## src/rtl/alu_multicycle.sv

```systemverilog
`timescale 1ns/1ps
// alu_multicycle: parametrised multi-cycle ALU with a valid/ready request side
// and a held result side. Single-cycle ops finish in one cycle; MUL/DIV
// iterate WIDTH steps when built with `define ALU_MULDIV_EN. Without that
// macro the MUL/DIV opcodes are treated as illegal.
//
// Handshake: a request is accepted on a clock edge where in_valid && in_ready
// (in_ready is high only in IDLE). A result is offered while out_valid is high
// (only in DONE) and is taken on the edge where out_valid && out_ready; until
// then result, result_hi, flags and err are held stable.
module alu_multicycle #(
  parameter int WIDTH = 8
) (
  input  logic             clock,
  input  logic             reset,
  input  logic             in_valid,
  output logic             in_ready,
  input  logic [3:0]       op,
  input  logic [WIDTH-1:0] operand_a,
  input  logic [WIDTH-1:0] operand_b,
  input  logic             out_en,
  output logic             out_valid,
  input  logic             out_ready,
  output logic [WIDTH-1:0] result,
  output logic [WIDTH-1:0] result_hi,
  output logic [3:0]       flags,
  output logic             err
);

  localparam logic [3:0] OP_ADD = 4'h0;
  localparam logic [3:0] OP_SUB = 4'h1;
  localparam logic [3:0] OP_AND = 4'h2;
  localparam logic [3:0] OP_OR  = 4'h3;
  localparam logic [3:0] OP_XOR = 4'h4;
  localparam logic [3:0] OP_NOT = 4'h5;
  localparam logic [3:0] OP_SHL = 4'h6;
  localparam logic [3:0] OP_SHR = 4'h7;
  localparam logic [3:0] OP_ROL = 4'h8;
  localparam logic [3:0] OP_ROR = 4'h9;
`ifdef ALU_MULDIV_EN
  localparam logic [3:0] OP_MUL = 4'hA;
  localparam logic [3:0] OP_DIV = 4'hB;
  localparam int CW = $clog2(WIDTH);
  localparam logic [CW-1:0] LAST_STEP = CW'(WIDTH - 1);

  typedef enum logic [1:0] {S_IDLE = 2'd0, S_BUSY = 2'd1, S_DONE = 2'd2} state_t;
`else
  typedef enum logic [1:0] {S_IDLE = 2'd0, S_DONE = 2'd2} state_t;
`endif

  state_t           state;
  logic [WIDTH-1:0] res_q;
  logic [WIDTH-1:0] hi_q;
  logic [3:0]       flags_q;
  logic             err_q;

  // Single-cycle datapath
  logic [WIDTH:0]   add_w;
  logic [WIDTH:0]   sub_w;
  logic [WIDTH-1:0] c_res;
  logic [WIDTH-1:0] c_hi;
  logic             c_c;
  logic             c_v;
  logic             c_err;
  logic             c_legal;
  logic [3:0]       c_flags;
  logic             go_busy;

  assign add_w = {1'b0, operand_a} + {1'b0, operand_b};
  assign sub_w = {1'b0, operand_a} - {1'b0, operand_b};

`ifdef ALU_MULDIV_EN
  // Iterative MUL/DIV working state; acc_hi/acc_lo are {hi,lo} for MUL and
  // {remainder,quotient} for DIV, m_q is the multiplicand or divisor.
  logic [CW-1:0]    cnt;
  logic             is_div_q;
  logic [WIDTH-1:0] m_q;
  logic [WIDTH-1:0] acc_hi;
  logic [WIDTH-1:0] acc_lo;
  logic [WIDTH:0]   mul_sum;
  logic [WIDTH:0]   div_sh;
  logic [WIDTH:0]   div_diff;
  logic [WIDTH-1:0] step_hi;
  logic [WIDTH-1:0] step_lo;

  // One shift-add or restoring-subtract step of the iterative unit
  always_comb begin
    mul_sum  = {1'b0, acc_hi} + (acc_lo[0] ? {1'b0, m_q} : '0);
    div_sh   = {acc_hi, acc_lo[WIDTH-1]};
    div_diff = div_sh - {1'b0, m_q};
    step_hi  = mul_sum[WIDTH:1];
    step_lo  = {mul_sum[0], acc_lo[WIDTH-1:1]};
    if (is_div_q) begin
      if (!div_diff[WIDTH]) begin
        step_hi = div_diff[WIDTH-1:0];
        step_lo = {acc_lo[WIDTH-2:0], 1'b1};
      end else begin
        step_hi = div_sh[WIDTH-1:0];
        step_lo = {acc_lo[WIDTH-2:0], 1'b0};
      end
    end
  end
`endif

  // Decode the request and compute single-cycle results, errors and flags
  always_comb begin
    c_res   = '0;
    c_hi    = '0;
    c_c     = 1'b0;
    c_v     = 1'b0;
    c_err   = 1'b0;
    c_legal = 1'b1;
    go_busy = 1'b0;
    case (op)
      OP_ADD: begin
        c_res = add_w[WIDTH-1:0];
        c_c   = add_w[WIDTH];
        c_v   = (operand_a[WIDTH-1] == operand_b[WIDTH-1]) &&
                (add_w[WIDTH-1] != operand_a[WIDTH-1]);
      end
      OP_SUB: begin
        c_res = sub_w[WIDTH-1:0];
        c_c   = sub_w[WIDTH];
        c_v   = (operand_a[WIDTH-1] != operand_b[WIDTH-1]) &&
                (sub_w[WIDTH-1] != operand_a[WIDTH-1]);
      end
      OP_AND: c_res = operand_a & operand_b;
      OP_OR:  c_res = operand_a | operand_b;
      OP_XOR: c_res = operand_a ^ operand_b;
      OP_NOT: c_res = ~operand_a;
      OP_SHL: begin
        c_res = {operand_a[WIDTH-2:0], 1'b0};
        c_c   = operand_a[WIDTH-1];
      end
      OP_SHR: begin
        c_res = {1'b0, operand_a[WIDTH-1:1]};
        c_c   = operand_a[0];
      end
      OP_ROL: c_res = {operand_a[WIDTH-2:0], operand_a[WIDTH-1]};
      OP_ROR: c_res = {operand_a[0], operand_a[WIDTH-1:1]};
`ifdef ALU_MULDIV_EN
      OP_MUL: go_busy = 1'b1;
      OP_DIV: begin
        if (operand_b == '0) begin
          // Divide by zero resolves immediately with a saturated quotient
          c_res = '1;
          c_hi  = operand_a;
          c_err = 1'b1;
        end else begin
          go_busy = 1'b1;
        end
      end
`endif
      default: begin
        c_legal = 1'b0;
        c_err   = 1'b1;
      end
    endcase
    c_flags = c_legal ? {c_res[WIDTH-1], (c_res == '0), c_c, c_v} : 4'b0000;
  end

  // Control FSM and result registers
  always_ff @(posedge clock or posedge reset) begin
    if (reset) begin
      state   <= S_IDLE;
      res_q   <= '0;
      hi_q    <= '0;
      flags_q <= '0;
      err_q   <= 1'b0;
`ifdef ALU_MULDIV_EN
      cnt      <= '0;
      is_div_q <= 1'b0;
      m_q      <= '0;
      acc_hi   <= '0;
      acc_lo   <= '0;
`endif
    end else begin
      case (state)
        S_IDLE: begin
          if (in_valid) begin
`ifdef ALU_MULDIV_EN
            if (go_busy) begin
              is_div_q <= (op == OP_DIV);
              m_q      <= (op == OP_DIV) ? operand_b : operand_a;
              acc_hi   <= '0;
              acc_lo   <= (op == OP_DIV) ? operand_a : operand_b;
              cnt      <= '0;
              state    <= S_BUSY;
            end else
`endif
            begin
              res_q   <= c_res;
              hi_q    <= c_hi;
              flags_q <= c_flags;
              err_q   <= c_err;
              state   <= S_DONE;
            end
          end
        end
`ifdef ALU_MULDIV_EN
        S_BUSY: begin
          acc_hi <= step_hi;
          acc_lo <= step_lo;
          cnt    <= cnt + 1'b1;
          if (cnt == LAST_STEP) begin
            res_q   <= step_lo;
            hi_q    <= step_hi;
            flags_q <= {step_lo[WIDTH-1], (step_lo == '0), 1'b0,
                        (!is_div_q && (step_hi != '0))};
            err_q   <= 1'b0;
            state   <= S_DONE;
          end
        end
`endif
        S_DONE: begin
          if (out_ready) state <= S_IDLE;
        end
        default: state <= S_IDLE;
      endcase
    end
  end

  assign in_ready  = (state == S_IDLE);
  assign out_valid = (state == S_DONE);
  assign result    = out_en ? res_q : '0;
  assign result_hi = out_en ? hi_q  : '0;
  assign flags     = flags_q;
  assign err       = err_q;

endmodule
```

## config.mk

```make
export PLATFORM = sky130hd
export DESIGN_NAME = alu_multicycle
export DESIGN_NICKNAME = d
export VERILOG_FILES = /design/src/rtl/alu_multicycle.sv
export SDC_FILE = /design/constraint.sdc
export NUM_CORES = 1
export LEC_CHECK = 0
export CORE_UTILIZATION = 52
export DETAILED_ROUTE_END_ITERATION = 8
export PLACE_DENSITY = 0.88
export SETUP_SLACK_MARGIN = 0.3
export SYNTH_ARGS = -nofsm -noshare
export SYNTH_HDL_FRONTEND = slang
export SYNTH_SLANG_ARGS = --single-unit
```

## constraint.sdc

```tcl
create_clock -name clock -period 1.8 [get_ports clock]
set_clock_uncertainty 0.05 [all_clocks]
set_input_delay 0.27 -clock clock [delete_from_list [all_inputs] [get_ports clock]]
set_output_delay 0.27 -clock clock [all_outputs]
set_load 0.01 [all_outputs]
```

==> results.yml, run 1 <==
outcome:
  stopped_at: "global routing"
  outcome: "did not finish"
  flow.first_error: "[ERROR DPL-0038] Utilization greater than 100%, impossible to legalize"
floorplan:
  number_of_primary_i_o_pins: 48
  cell_rows: 23
  floorplan.die.width_um: 66.3
  initial_utilization_pct: 54.1
  chipHeight_um: 66.3
synthesis:
  ys_top_cells_by_count: "sky130_fd_sc_hd__inv_1 (27), sky130_fd_sc_hd__ha_1 (24), sky130_fd_sc_hd__a21oi_1 (16)"
  yosysWarnings: 0
  syn-cell-area_mm2: 0.00215
  netlist_top_cells_area: "sky130_fd_sc_hd__dfrtp_1 (16%), sky130_fd_sc_hd__ha_1 (14%), sky130_fd_sc_hd__inv_1 (4.7%)"
  synth.lib_cells_used.distinct: 67
  synth_cells: 267
  synth_edf_count: 0
  yosys_register_bits: 14
  yosysSeqAreaShare_pct: 16.3
  asyncSetResetFlopFracSynth_pct: 100
  synth.largest_area_cell: "sky130_fd_sc_hd__dfrtp_1"
  most_frequent_cell_after_synthesis: "sky130_fd_sc_hd__inv_1"
  synth_top_area_share_pct: 16.3
  primary_flip_flop_cell_chosen_by_synthesis_mapping: "sky130_fd_sc_hd__dfrtp_1"
  avgSynthCellArea_um2: 8.05
cts:
  cts.htree.levels: 1
  cts.hold.buffers_added: 0
  cts_root_buf: "sky130_fd_sc_hd__clkbuf_8"
  tritoncts_num_sinks: 14
  tritoncts.num_buffers: 3
  ctsLongestPathBuffers: 2
placement:
  gp_congestion: 1.04
  detailed_place.area_mm2: 0.00327
  placed_cells: 427
  count_of_buffers_inserted_at_the_top_level_ports: 39
  hpwlAfterDp_mm: 6.15
global_route:
  largest_net_degree_at_the_start_of_global_routing: 18
timing:
  globalroute.repair_timing.worst_endpoint: "flags[2]$_DFFE_PP0P_/D"
  timing.repair.worst_endpoint_type: "register input"
kinds of logic after synthesis:
logic type / synth area share (%)
DFF: 16.3
muxes: 5.30
adders and majority gates: 15.8
buffers and inverters: 11.5
xor gates and xnor gates: 1.22
other: 0.174
and+or+nand+nor: 18.7
AOI/OAI and AO/OA: 31.0
timing repair:
action                                  CTS
setup buffers                            15
pin swaps                                37
gates resized for setup                 144
endpoints found under the setup margin   22
gates cloned                              1
metrics by stage:
step / util [%] / worst slack (ns) / TNS [ns]
global placement: 82.3 / -1.14 / -10.86
floorplan: - / -0.419 / -2.07
CTS: 94.5 / -0.645 / -3.46
detailed placement: 82.3 / -1.29 / -12.04
==> run 2, diff against run 1 <==
CORE_UTILIZATION = 40   (was 52)
PLACE_DENSITY = not set   (was 0.88)
PLACE_DENSITY_LB_ADDON = 0.15   (was not set)
SETUP_SLACK_MARGIN = not set   (was 0.3)
==> run 2 against run 1 <==
Against the previous run: the flow now finishes, with violations (negative setup slack); area after synthesis is the same; synthesized cell count is the same.
==> results.yml, run 2 <==
outcome:
  outcome: "finished with violations"
  violations: "negative setup slack"
timing:
  hold_slack_ns: 0.313
  fmax_ghz: 0.436
  timing.final.max_slew_violations: 0
  finalWorstSetupSlack_ns: -0.496
  worstMarginPinSlew_ns: 0.518
  post-route-min-period_ns: 2.30
  totalNegativeSetupSlack_ns: -2.51
  grt_setup_unrepaired: "true"
  timing.final.crit_share_pct: 128
  final_hold_violation_count: 0
  setup-violations-final: 11
  max_slew_headroom_pct: 65.5
detailed_routing:
  remaining_drc_errors: 0
  initial_drc_count: 123
  drt_pass1_iterations: 5
  vias_per_cell: 5.52
  drtAntennaViolNets: 0
  vias: 2599
  wl_mm: 7.62
  detailed_route_wire_length_per_cell_um: 16.2
critical_path:
  crit_path_cell_trace: "buf_12, inv_12, ha_4, fa_2, nor3_4, a211o_1, nand2b_4, a21oi_2, or4_4, nor4b_4, a32o_1"
  cp_data_arrival_time_ns: 2.42
  cp.required_ns: 1.93
  stage_delay_of_the_slowest_cell_on_the_critical_path_ns: 0.54
  worstPathMaxFanout: 3
  worstRegToRegCells: 6
  worst_setup_path_end_kind: "register"
  ff2ff_setup_slack_ns: 0.42
  reg2reg_to: "flags[2]$_DFFE_PP0P_"
  crit_type: "in2reg"
  worstReg2RegStart: "state[1]$_DFFE_PP0P_"
  timing.critical_path.slowest_stage_cell: "sky130_fd_sc_hd__or4_4"
  type_of_element_launching_the_critical_path: "primary input"
min_path:
  min-delay-path-class: "in2async"
cts:
  tritoncts.num_buffers: 3
  clkLatencyLatePin_ns: 0.24
  cts.htree.levels: 1
  ctsLongestPathBuffers: 2
  cts_root_buf: "sky130_fd_sc_hd__clkbuf_8"
  tritoncts_clock_tree: "done"
  tritoncts_num_sinks: 14
  clkSlewWorstSetupHoldPaths_ns: 0.06
  cts.hold.buffers_added: 0
global_route:
  gr_overflow_total: 0
  met2_usage_pct: 49.4
  antenna_found_initial: 0
  met3_usage_pct: 1.59
  grt_pass1_vias: 2502
  grt_most_used_layer: "met2"
  grt_pass1_wl_mm: 12.1
  globalRouteMet1Util_pct: 36.3
  track_usage_pct: 27.7
  largest_net_degree_at_the_start_of_global_routing: 15
cells_and_area:
  layoutNonFillerInstCount: 471
  max_flop_register: "res_q"
  drive_gt1_share_pct: 49.9
  antenna_cells_inserted: 0
  synthToLayoutAreaGrowth_pct: 78.3
  largest_reg_flops: 8
  final_nets: 453
  final_cell_mix: "sky130_fd_sc_hd__buf_4 (94), sky130_fd_sc_hd__clkdlybuf4s50_1 (18), sky130_fd_sc_hd__dfrtp_1 (14), sky130_fd_sc_hd__buf_6 (14), sky130_fd_sc_hd__nor2_1 (13)"
  most_common_library_cell_in_the_layout_ignoring_fill_and_taps: "sky130_fd_sc_hd__buf_4"
placement:
  gp_congestion: 0.973
  placed_cells: 452
  hpwlAfterDp_mm: 5.82
  count_of_buffers_inserted_at_the_top_level_ports: 39
  pre_cts_slack_ns: -1.19
synthesis:
  synth_top_area_share_pct: 16.3
  syn-cell-area_mm2: 0.00215
  synth.largest_area_cell: "sky130_fd_sc_hd__dfrtp_1"
  yosysWarnings: 0
  netlist_top_cells_area: "sky130_fd_sc_hd__dfrtp_1 (16%), sky130_fd_sc_hd__ha_1 (14%), sky130_fd_sc_hd__inv_1 (4.7%)"
  asyncSetResetFlopFracSynth_pct: 100
  yosys_register_bits: 14
  primary_flip_flop_cell_chosen_by_synthesis_mapping: "sky130_fd_sc_hd__dfrtp_1"
  synth.lib_cells_used.distinct: 67
  ys_top_cells_by_count: "sky130_fd_sc_hd__inv_1 (27), sky130_fd_sc_hd__ha_1 (24), sky130_fd_sc_hd__a21oi_1 (16)"
  most_frequent_cell_after_synthesis: "sky130_fd_sc_hd__inv_1"
  synth_cells: 267
  yosysSeqAreaShare_pct: 16.3
  avgSynthCellArea_um2: 8.05
  synth_edf_count: 0
floorplan:
  chipHeight_um: 75.3
  cell_rows: 26
  placeableCoreArea_mm2: 0.00514
  number_of_primary_i_o_pins: 48
  floorplan.die.width_um: 75.3
  die_area_mm2: 0.00567
  initial_utilization_pct: 41.8
power_and_ir_drop:
  power.ir.vdd_worst_uv: 340
  power.density_mw_per_mm2: 478
  static_leakage_uw: 0.00177
flow_run:
  drv_cap: 0
==> run 2: worst max-delay path by stage <==
stage | from | to | slack [ns] | cells past startpoint
final | operand_a[0] | flags[2]$_DFFE_PP0P_ | -0.50 | 11
after global routing | operand_a[0] | flags[2]$_DFFE_PP0P_ | -0.57 | 11
after CTS | operand_a[0] | flags[2]$_DFFE_PP0P_ | -0.62 | 12
after detailed placement | operand_b[0] | flags[2]$_DFFE_PP0P_ | -1.19 | 10
after global placement | operand_b[0] | flags[2]$_DFFE_PP0P_ | -1.16 | 10
after floorplan | operand_a[0] | flags[2]$_DFFE_PP0P_ | -0.42 | 10
==> run 2: where the power goes <==
group | switching, uW | internal (uW)
clock network | 109 | 194
logic | 525 | 605
registers | 28.9 | 372
total | 662 | 1170
==> run 2: logic make-up (layout without fill, tap and decap cells) <==
kind of cell | after synthesis | in the layout | share of synthesized area [%]
multiplexers | 11 | 11 | 5.30
other | 1 | 8 | 0.174
AO/OA/AOI/OAI | 88 | 88 | 31.0
AND/OR/NAND/NOR | 72 | 72 | 18.7
flip-flops | 14 | 14 | 16.3
XOR/XNOR | 3 | 3 | 1.22
adder cells (fa/ha/maj) | 26 | 26 | 15.8
buffers and inverters | 52 | 179 | 11.5
==> run 2: repair_timing <==
item,4_1_cts,5_1_grt
endpoints found under the hold margin,0,0
setup endpoints to repair,20,11
gates resized for setup,119,33
pin swaps,38,23
cloned,0,1
buffers inserted,9,6
==> run 2: stage by stage <==
step	util (%)	power [uW]	cell area, um^2
global route	74.6	1950	3830
floorplan	-	884	2290
detailed placement	64.7	1340	3320
CTS	73.0	1770	3750
global placement	64.7	1330	3320
finish	74.6	1830	3830
==> run 2: layout make-up <==
cell class	count	area, um^2
sequential	14	350
inverter	28	138
clock buffer	4	55.1
timing repair buffer	147	1210
tap	70	87.6
multi-input combinational	208	1990
fill	398	1310
==> run 2: worst max-delay path: cells and delay by family <==
family                     cells  cell delay (ns)
AOI/OAI and AO/OA              3             0.45
adders and majority gates      2             0.53
buffers and inverters          2             0.12
and+or+nand+nor                4             1.04
==> run 2: routing by layer <==
layer	wire length (um)	vias to the layer above
li1	-	1244
met1	3190	1227
met2	3870	120
met3	475	8
met4	82	0
met5	0	-
No activity file was read; power rests on OpenSTA's default activity.
==> run 3, diff against run 2 <==
CAP_MARGIN = 20   (was not set)
MAX_ROUTING_LAYER = met4   (was not set)
==> run 3 against run 2 <==
Against the previous run: register-to-register slack worse by 0.03 ns; sequential cell count unchanged; routed wire length rose by 1.2%; combinational power barely moved; largest power group unchanged; clock power up 2%; total power is 1.6% higher; hold slack gained 0.0016 ns; via count shrank 0.73%; critical path depth did not move; count of clock-buffer cells in the layout is the same; the run still ends with negative setup slack left.
==> results.yml, run 3 (synthesized netlist as in run 2, its figures left out) <==
outcome:
  outcome: "finished with violations"
  violations: "negative setup slack"
detailed_routing:
  wl_mm: 7.71
  remaining_drc_errors: 0
  vias: 2580
  detailed_route_wire_length_per_cell_um: 16.4
  drt_pass1_iterations: 4
  drtAntennaViolNets: 0
  vias_per_cell: 5.50
  initial_drc_count: 100
cts:
  cts.htree.levels: 1
  clkLatencyLatePin_ns: 0.24
  ctsLongestPathBuffers: 2
  tritoncts.num_buffers: 3
  clkSlewWorstSetupHoldPaths_ns: 0.06
  tritoncts_clock_tree: "done"
  tritoncts_num_sinks: 14
  cts_root_buf: "sky130_fd_sc_hd__clkbuf_8"
critical_path:
  type_of_element_launching_the_critical_path: "primary input"
  ff2ff_setup_slack_ns: 0.39
  crit_type: "in2reg"
  worst_setup_path_end_kind: "register"
  origin_of_the_worst_setup_path: "operand_a[0]"
  worstPathMaxFanout: 3
  cp_data_arrival_time_ns: 2.42
  timing.critical_path.slowest_stage_cell: "sky130_fd_sc_hd__or4_4"
  crit_path_cell_trace: "buf_12, inv_12, ha_4, fa_2, nor3_2, a211o_1, buf_4, and3_1, or4_4, nor4b_4, a32o_1"
  stage_delay_of_the_slowest_cell_on_the_critical_path_ns: 0.56
  worstReg2RegStart: "state[1]$_DFFE_PP0P_"
  worstRegToRegCells: 6
  reg2reg_to: "flags[2]$_DFFE_PP0P_"
  cp.required_ns: 1.94
floorplan:
  initial_utilization_pct: 41.8
  die_area_mm2: 0.00567
  number_of_primary_i_o_pins: 48
  floorplan.die.width_um: 75.3
  chipHeight_um: 75.3
  cell_rows: 26
  placeableCoreArea_mm2: 0.00514
timing:
  setup-violations-final: 11
  timing.final.crit_share_pct: 127
  finalWorstSetupSlack_ns: -0.482
  timing.final.max_slew_violations: 0
  fmax_ghz: 0.438
  post-route-min-period_ns: 2.28
  worstMarginPinSlew_ns: 0.604
  grt_setup_unrepaired: "true"
  final_hold_violation_count: 0
  max_slew_headroom_pct: 59.4
  hold_slack_ns: 0.315
global_route:
  grt_pass1_vias: 2491
  antenna_found_initial: 0
  largest_net_degree_at_the_start_of_global_routing: 18
  track_usage_pct: 28.8
  grt_pass1_wl_mm: 12.2
  gr_overflow_total: 0
power_and_ir_drop:
  power_uw: 1860
  static_leakage_uw: 0.00181
  power.density_mw_per_mm2: 470
  power.ir.vdd_worst_uv: 411
cells_and_area:
  drive_gt1_share_pct: 52.9
  antenna_cells_inserted: 0
  largest_reg_flops: 8
  synthToLayoutAreaGrowth_pct: 84.2
  final_nets: 451
  most_common_library_cell_in_the_layout_ignoring_fill_and_taps: "sky130_fd_sc_hd__buf_4"
  final_cell_mix: "sky130_fd_sc_hd__buf_4 (89), sky130_fd_sc_hd__buf_6 (20), sky130_fd_sc_hd__clkdlybuf4s50_1 (18)"
  max_flop_register: "res_q"
placement:
  gp_congestion: 0.972
  hpwlAfterDp_mm: 5.88
  count_of_buffers_inserted_at_the_top_level_ports: 39
flow_run:
  drv_cap: 0
min_path:
  min-delay-path-class: "in2async"
==> run 3: cell count changes in the layout (fill, tap and decap cells not counted), moves of 2 or more <==
cell,before,now
sky130_fd_sc_hd__buf_8,1,5
sky130_fd_sc_hd__inv_4,2,5
sky130_fd_sc_hd__buf_6,14,20
sky130_fd_sc_hd__inv_2,12,10
sky130_fd_sc_hd__inv_1,11,9
sky130_fd_sc_hd__clkbuf_2,7,2
sky130_fd_sc_hd__dlygate4sd2_1,6,1
sky130_fd_sc_hd__clkdlybuf4s15_2,0,2
sky130_fd_sc_hd__buf_4,94,89
sky130_fd_sc_hd__nor3_2,0,2
==> run 3: per-layer routing <==
layer | wire (um) | vias to the layer above | global-route usage [%]
li1 | - | 1242 | -
met1 | 3420 | 1245 | 37.2
met2 | 3840 | 79 | 49.0
met3 | 302 | 14 | 1.19
met4 | 145 | 0 | 8.64
met5 | 0 | - | -
==> run 3: power by group <==
| group | internal [uW] | switching, uW | total (uW) |
|---|---|---|---|
| sequential | 372 | 27.3 | 399 |
| clock | 194 | 113 | 307 |
| combinational | 617 | 539 | 1160 |
==> run 3: worst max-delay path: cells and delay by family <==
family | cells | cell delay (ns)
buf+inv | 3 | 0.30
fa+ha+maj | 2 | 0.35
simple gates | 4 | 1.00
compound gates | 2 | 0.49
==> run 3: worst max path at each step <==
stage | endpoint | slack [ns] | cells past startpoint
2_1_floorplan | flags[2]$_DFFE_PP0P_ | -0.42 | 10
3_3_place_gp | flags[2]$_DFFE_PP0P_ | -1.15 | 12
3_5_place_dp | flags[2]$_DFFE_PP0P_ | -1.19 | 12
4_1_cts | flags[2]$_DFFE_PP0P_ | -0.60 | 12
5_1_grt | flags[2]$_DFFE_PP0P_ | -0.56 | 11
6_report | flags[2]$_DFFE_PP0P_ | -0.48 | 11
==> run 3: what timing repair did <==
| item | CTS | global route |
|---|---|---|
| pin swaps | 39 | 37 |
| endpoints found under the setup margin | 20 | 12 |
| hold buffers | 0 | 0 |
| gates resized for setup | 172 | 30 |
| buffers inserted | 16 | 3 |
| cloned | 0 | 0 |
==> run 3: layout make-up <==
class                      count  area [um^2]
clock buffer                   4         55.1
timing repair buffer         145         1260
sequential                    14          350
tap                           70         87.6
multi-input combinational    208         2060
inverter                      28          150
fill                         376         1180
==> run 3: through the flow <==
| step | area, um^2 | setup TNS (ns) | setup slack [ns] | util [%] | instances |
|---|---|---|---|---|---|
| 3_5_place_dp | 3290 | -11.75 | -1.19 | 64.1 | 448 |
| 4_1_cts | 3840 | -2.56 | -0.598 | 74.7 | 467 |
| 5_1_grt | 3960 | -3.18 | -0.563 | 77.0 | 469 |
| 6_report | 3960 | -2.56 | -0.482 | 77.0 | 469 |
| 3_3_place_gp | 3290 | -11.34 | -1.15 | 64.1 | 448 |
| 2_1_floorplan | 2290 | -2.07 | -0.419 | - | 274 |
==> run 4, diff against run 3 <==
CAP_MARGIN = not set   (was 20)
TNS_END_PERCENT = 5   (was not set)
==> run 4 against run 3 <==
Against the previous run: the flow still finishes with violations (negative setup slack); sequential share of layout area grew 0.72 points; total power shrank 6.1%; hold slack better by 0.0041 ns; critical endpoint unchanged; die area unchanged.
==> results.yml, run 4 (synthesized netlist as in run 2, its figures left out) <==
detailed_routing:
  initial_drc_count: 169
  vias_per_cell: 5.49
  remaining_drc_errors: 0
  vias: 2573
  drtAntennaViolNets: 0
  wl_mm: 7.70
  detailed_route_wire_length_per_cell_um: 16.4
  drt_pass1_iterations: 4
timing:
  worstMarginPinSlew_ns: 0.536
  finalWorstSetupSlack_ns: -0.477
  fmax_ghz: 0.439
  timing.final.crit_share_pct: 126
  timing.final.max_slew_violations: 0
  final_hold_violation_count: 0
  setup-violations-final: 10
  grt_setup_unrepaired: "true"
  post-route-min-period_ns: 2.28
  hold_slack_ns: 0.319
  max_slew_headroom_pct: 64.2
floorplan:
  die_area_mm2: 0.00567
  initial_utilization_pct: 41.8
  chipHeight_um: 75.3
  number_of_primary_i_o_pins: 48
  floorplan.die.width_um: 75.3
  placeableCoreArea_mm2: 0.00514
  cell_rows: 26
cells_and_area:
  max_flop_register: "res_q"
  layoutNonFillerInstCount: 469
  largest_reg_flops: 8
  drive_gt1_share_pct: 44.6
  register_area_um2: 350
  multi_input_comb_area_mm2: 0.00182
  antenna_cells_inserted: 0
  synthToLayoutAreaGrowth_pct: 70.3
  most_common_library_cell_in_the_layout_ignoring_fill_and_taps: "sky130_fd_sc_hd__buf_4"
  layout.filler_cells: 445
  final_cell_mix: "sky130_fd_sc_hd__buf_4 (95), sky130_fd_sc_hd__clkdlybuf4s50_1 (18), sky130_fd_sc_hd__ha_1 (14), sky130_fd_sc_hd__dfrtp_1 (14)"
  final_nets: 451
  fin_util_pct: 71.2
critical_path:
  cp_data_arrival_time_ns: 2.41
  crit_type: "in2reg"
  worst_setup_path_end_kind: "register"
  cp.required_ns: 1.93
  type_of_element_launching_the_critical_path: "primary input"
  worstPathMaxFanout: 4
cts:
  cts.hold.buffers_added: 0
  cts.htree.levels: 1
  clkLatencyLatePin_ns: 0.24
  tritoncts_clock_tree: "done"
  cts_root_buf: "sky130_fd_sc_hd__clkbuf_8"
  ctsLongestPathBuffers: 2
  tritoncts.num_buffers: 3
  clkSlewWorstSetupHoldPaths_ns: 0.06
  tritoncts_num_sinks: 14
flow_run:
  drv_cap: 0
outcome:
  violations: "negative setup slack"
  outcome: "finished with violations"
global_route:
  gr_overflow_total: 0
  grt_pass1_vias: 2449
  grt_pass1_wl_mm: 11.8
  largest_net_degree_at_the_start_of_global_routing: 15
  track_usage_pct: 28.6
  antenna_found_initial: 0
min_path:
  min-delay-path-class: "in2async"
placement:
  placed_cells: 460
  gp_congestion: 0.963
  hpwlAfterDp_mm: 6.14
  count_of_buffers_inserted_at_the_top_level_ports: 39
  pre_cts_slack_ns: -1.20
power_and_ir_drop:
  power.ir.vdd_worst_uv: 262
  power.density_mw_per_mm2: 478
  static_leakage_uw: 0.00178
## run 4: per-stage QoR
stage	power, uW	setup TNS (ns)	instance area, um^2
2_1_floorplan	866	-2.35	2240
3_3_place_gp	1330	-10.91	3350
3_5_place_dp	1340	-11.54	3350
4_1_cts	1710	-3.79	3570
5_1_grt	1850	-3.96	3660
6_report	1750	-3.10	3660
## run 4: worst max-delay path, stage by stage
cell and delay (ns):
sky130_fd_sc_hd__buf_12 0.10, sky130_fd_sc_hd__inv_12 0.03, sky130_fd_sc_hd__ha_4 0.15, sky130_fd_sc_hd__fa_2 0.37, sky130_fd_sc_hd__nor3_2 0.18, sky130_fd_sc_hd__a211o_1 0.19, sky130_fd_sc_hd__nand2b_4 0.15, sky130_fd_sc_hd__a21oi_2 0.05
sky130_fd_sc_hd__or4_4 0.50, sky130_fd_sc_hd__nor4b_4 0.22, sky130_fd_sc_hd__a32o_1 0.19
## run 4: path summary, 6_finish.rpt
path / endpoint / depth (start not counted) / slack (ns) / from
max in group asynchronous: res_q[1]$_DFFE_PP0P_ / 2 / 1.03 / reset
setup / recovery: flags[2]$_DFFE_PP0P_ / 11 / -0.48 / operand_a[0]
hold reg to reg: res_q[1]$_DFFE_PP0P_ / 2 / 0.42 / res_q[1]$_DFFE_PP0P_
hold / removal: res_q[2]$_DFFE_PP0P_ / 2 / 0.32 / reset
setup reg to reg: flags[2]$_DFFE_PP0P_ / 6 / 0.36 / state[1]$_DFFE_PP0P_
min in group clock: res_q[1]$_DFFE_PP0P_ / 2 / 0.42 / res_q[1]$_DFFE_PP0P_
## run 4: timing repair
action | CTS | global route
setup endpoints to repair | 20 | 12
gates resized for setup | 66 | 41
setup buffers | 1 | 4
gates cloned | 0 | 1
pin swaps | 17 | 24
endpoints found under the hold margin | 0 | 0
## run 4: where the power goes
part	leakage (uW)	internal [uW]	switching, uW
sequential	0.000182	372	27.8
combinational	0.00157	556	486
clock	0.0000288	194	113
## run 4: routing by layer
layer,GRT usage (%),wire (um),vias to the layer above
met4,7.00,106,0
met1,36.3,3470,1227
li1,-,-,1245
met3,1.85,343,14
met2,49.6,3780,87
met5,-,0,-
## run 4: cell type report
| type | instances | share of cell area (%) |
|---|---|---|
| clock buffer | 4 | 1.50 |
| inverter | 28 | 3.42 |
| multi-input combinational | 208 | 49.8 |
| sequential | 14 | 9.57 |
| tap | 70 | 2.39 |
| timing repair buffer | 145 | 33.3 |
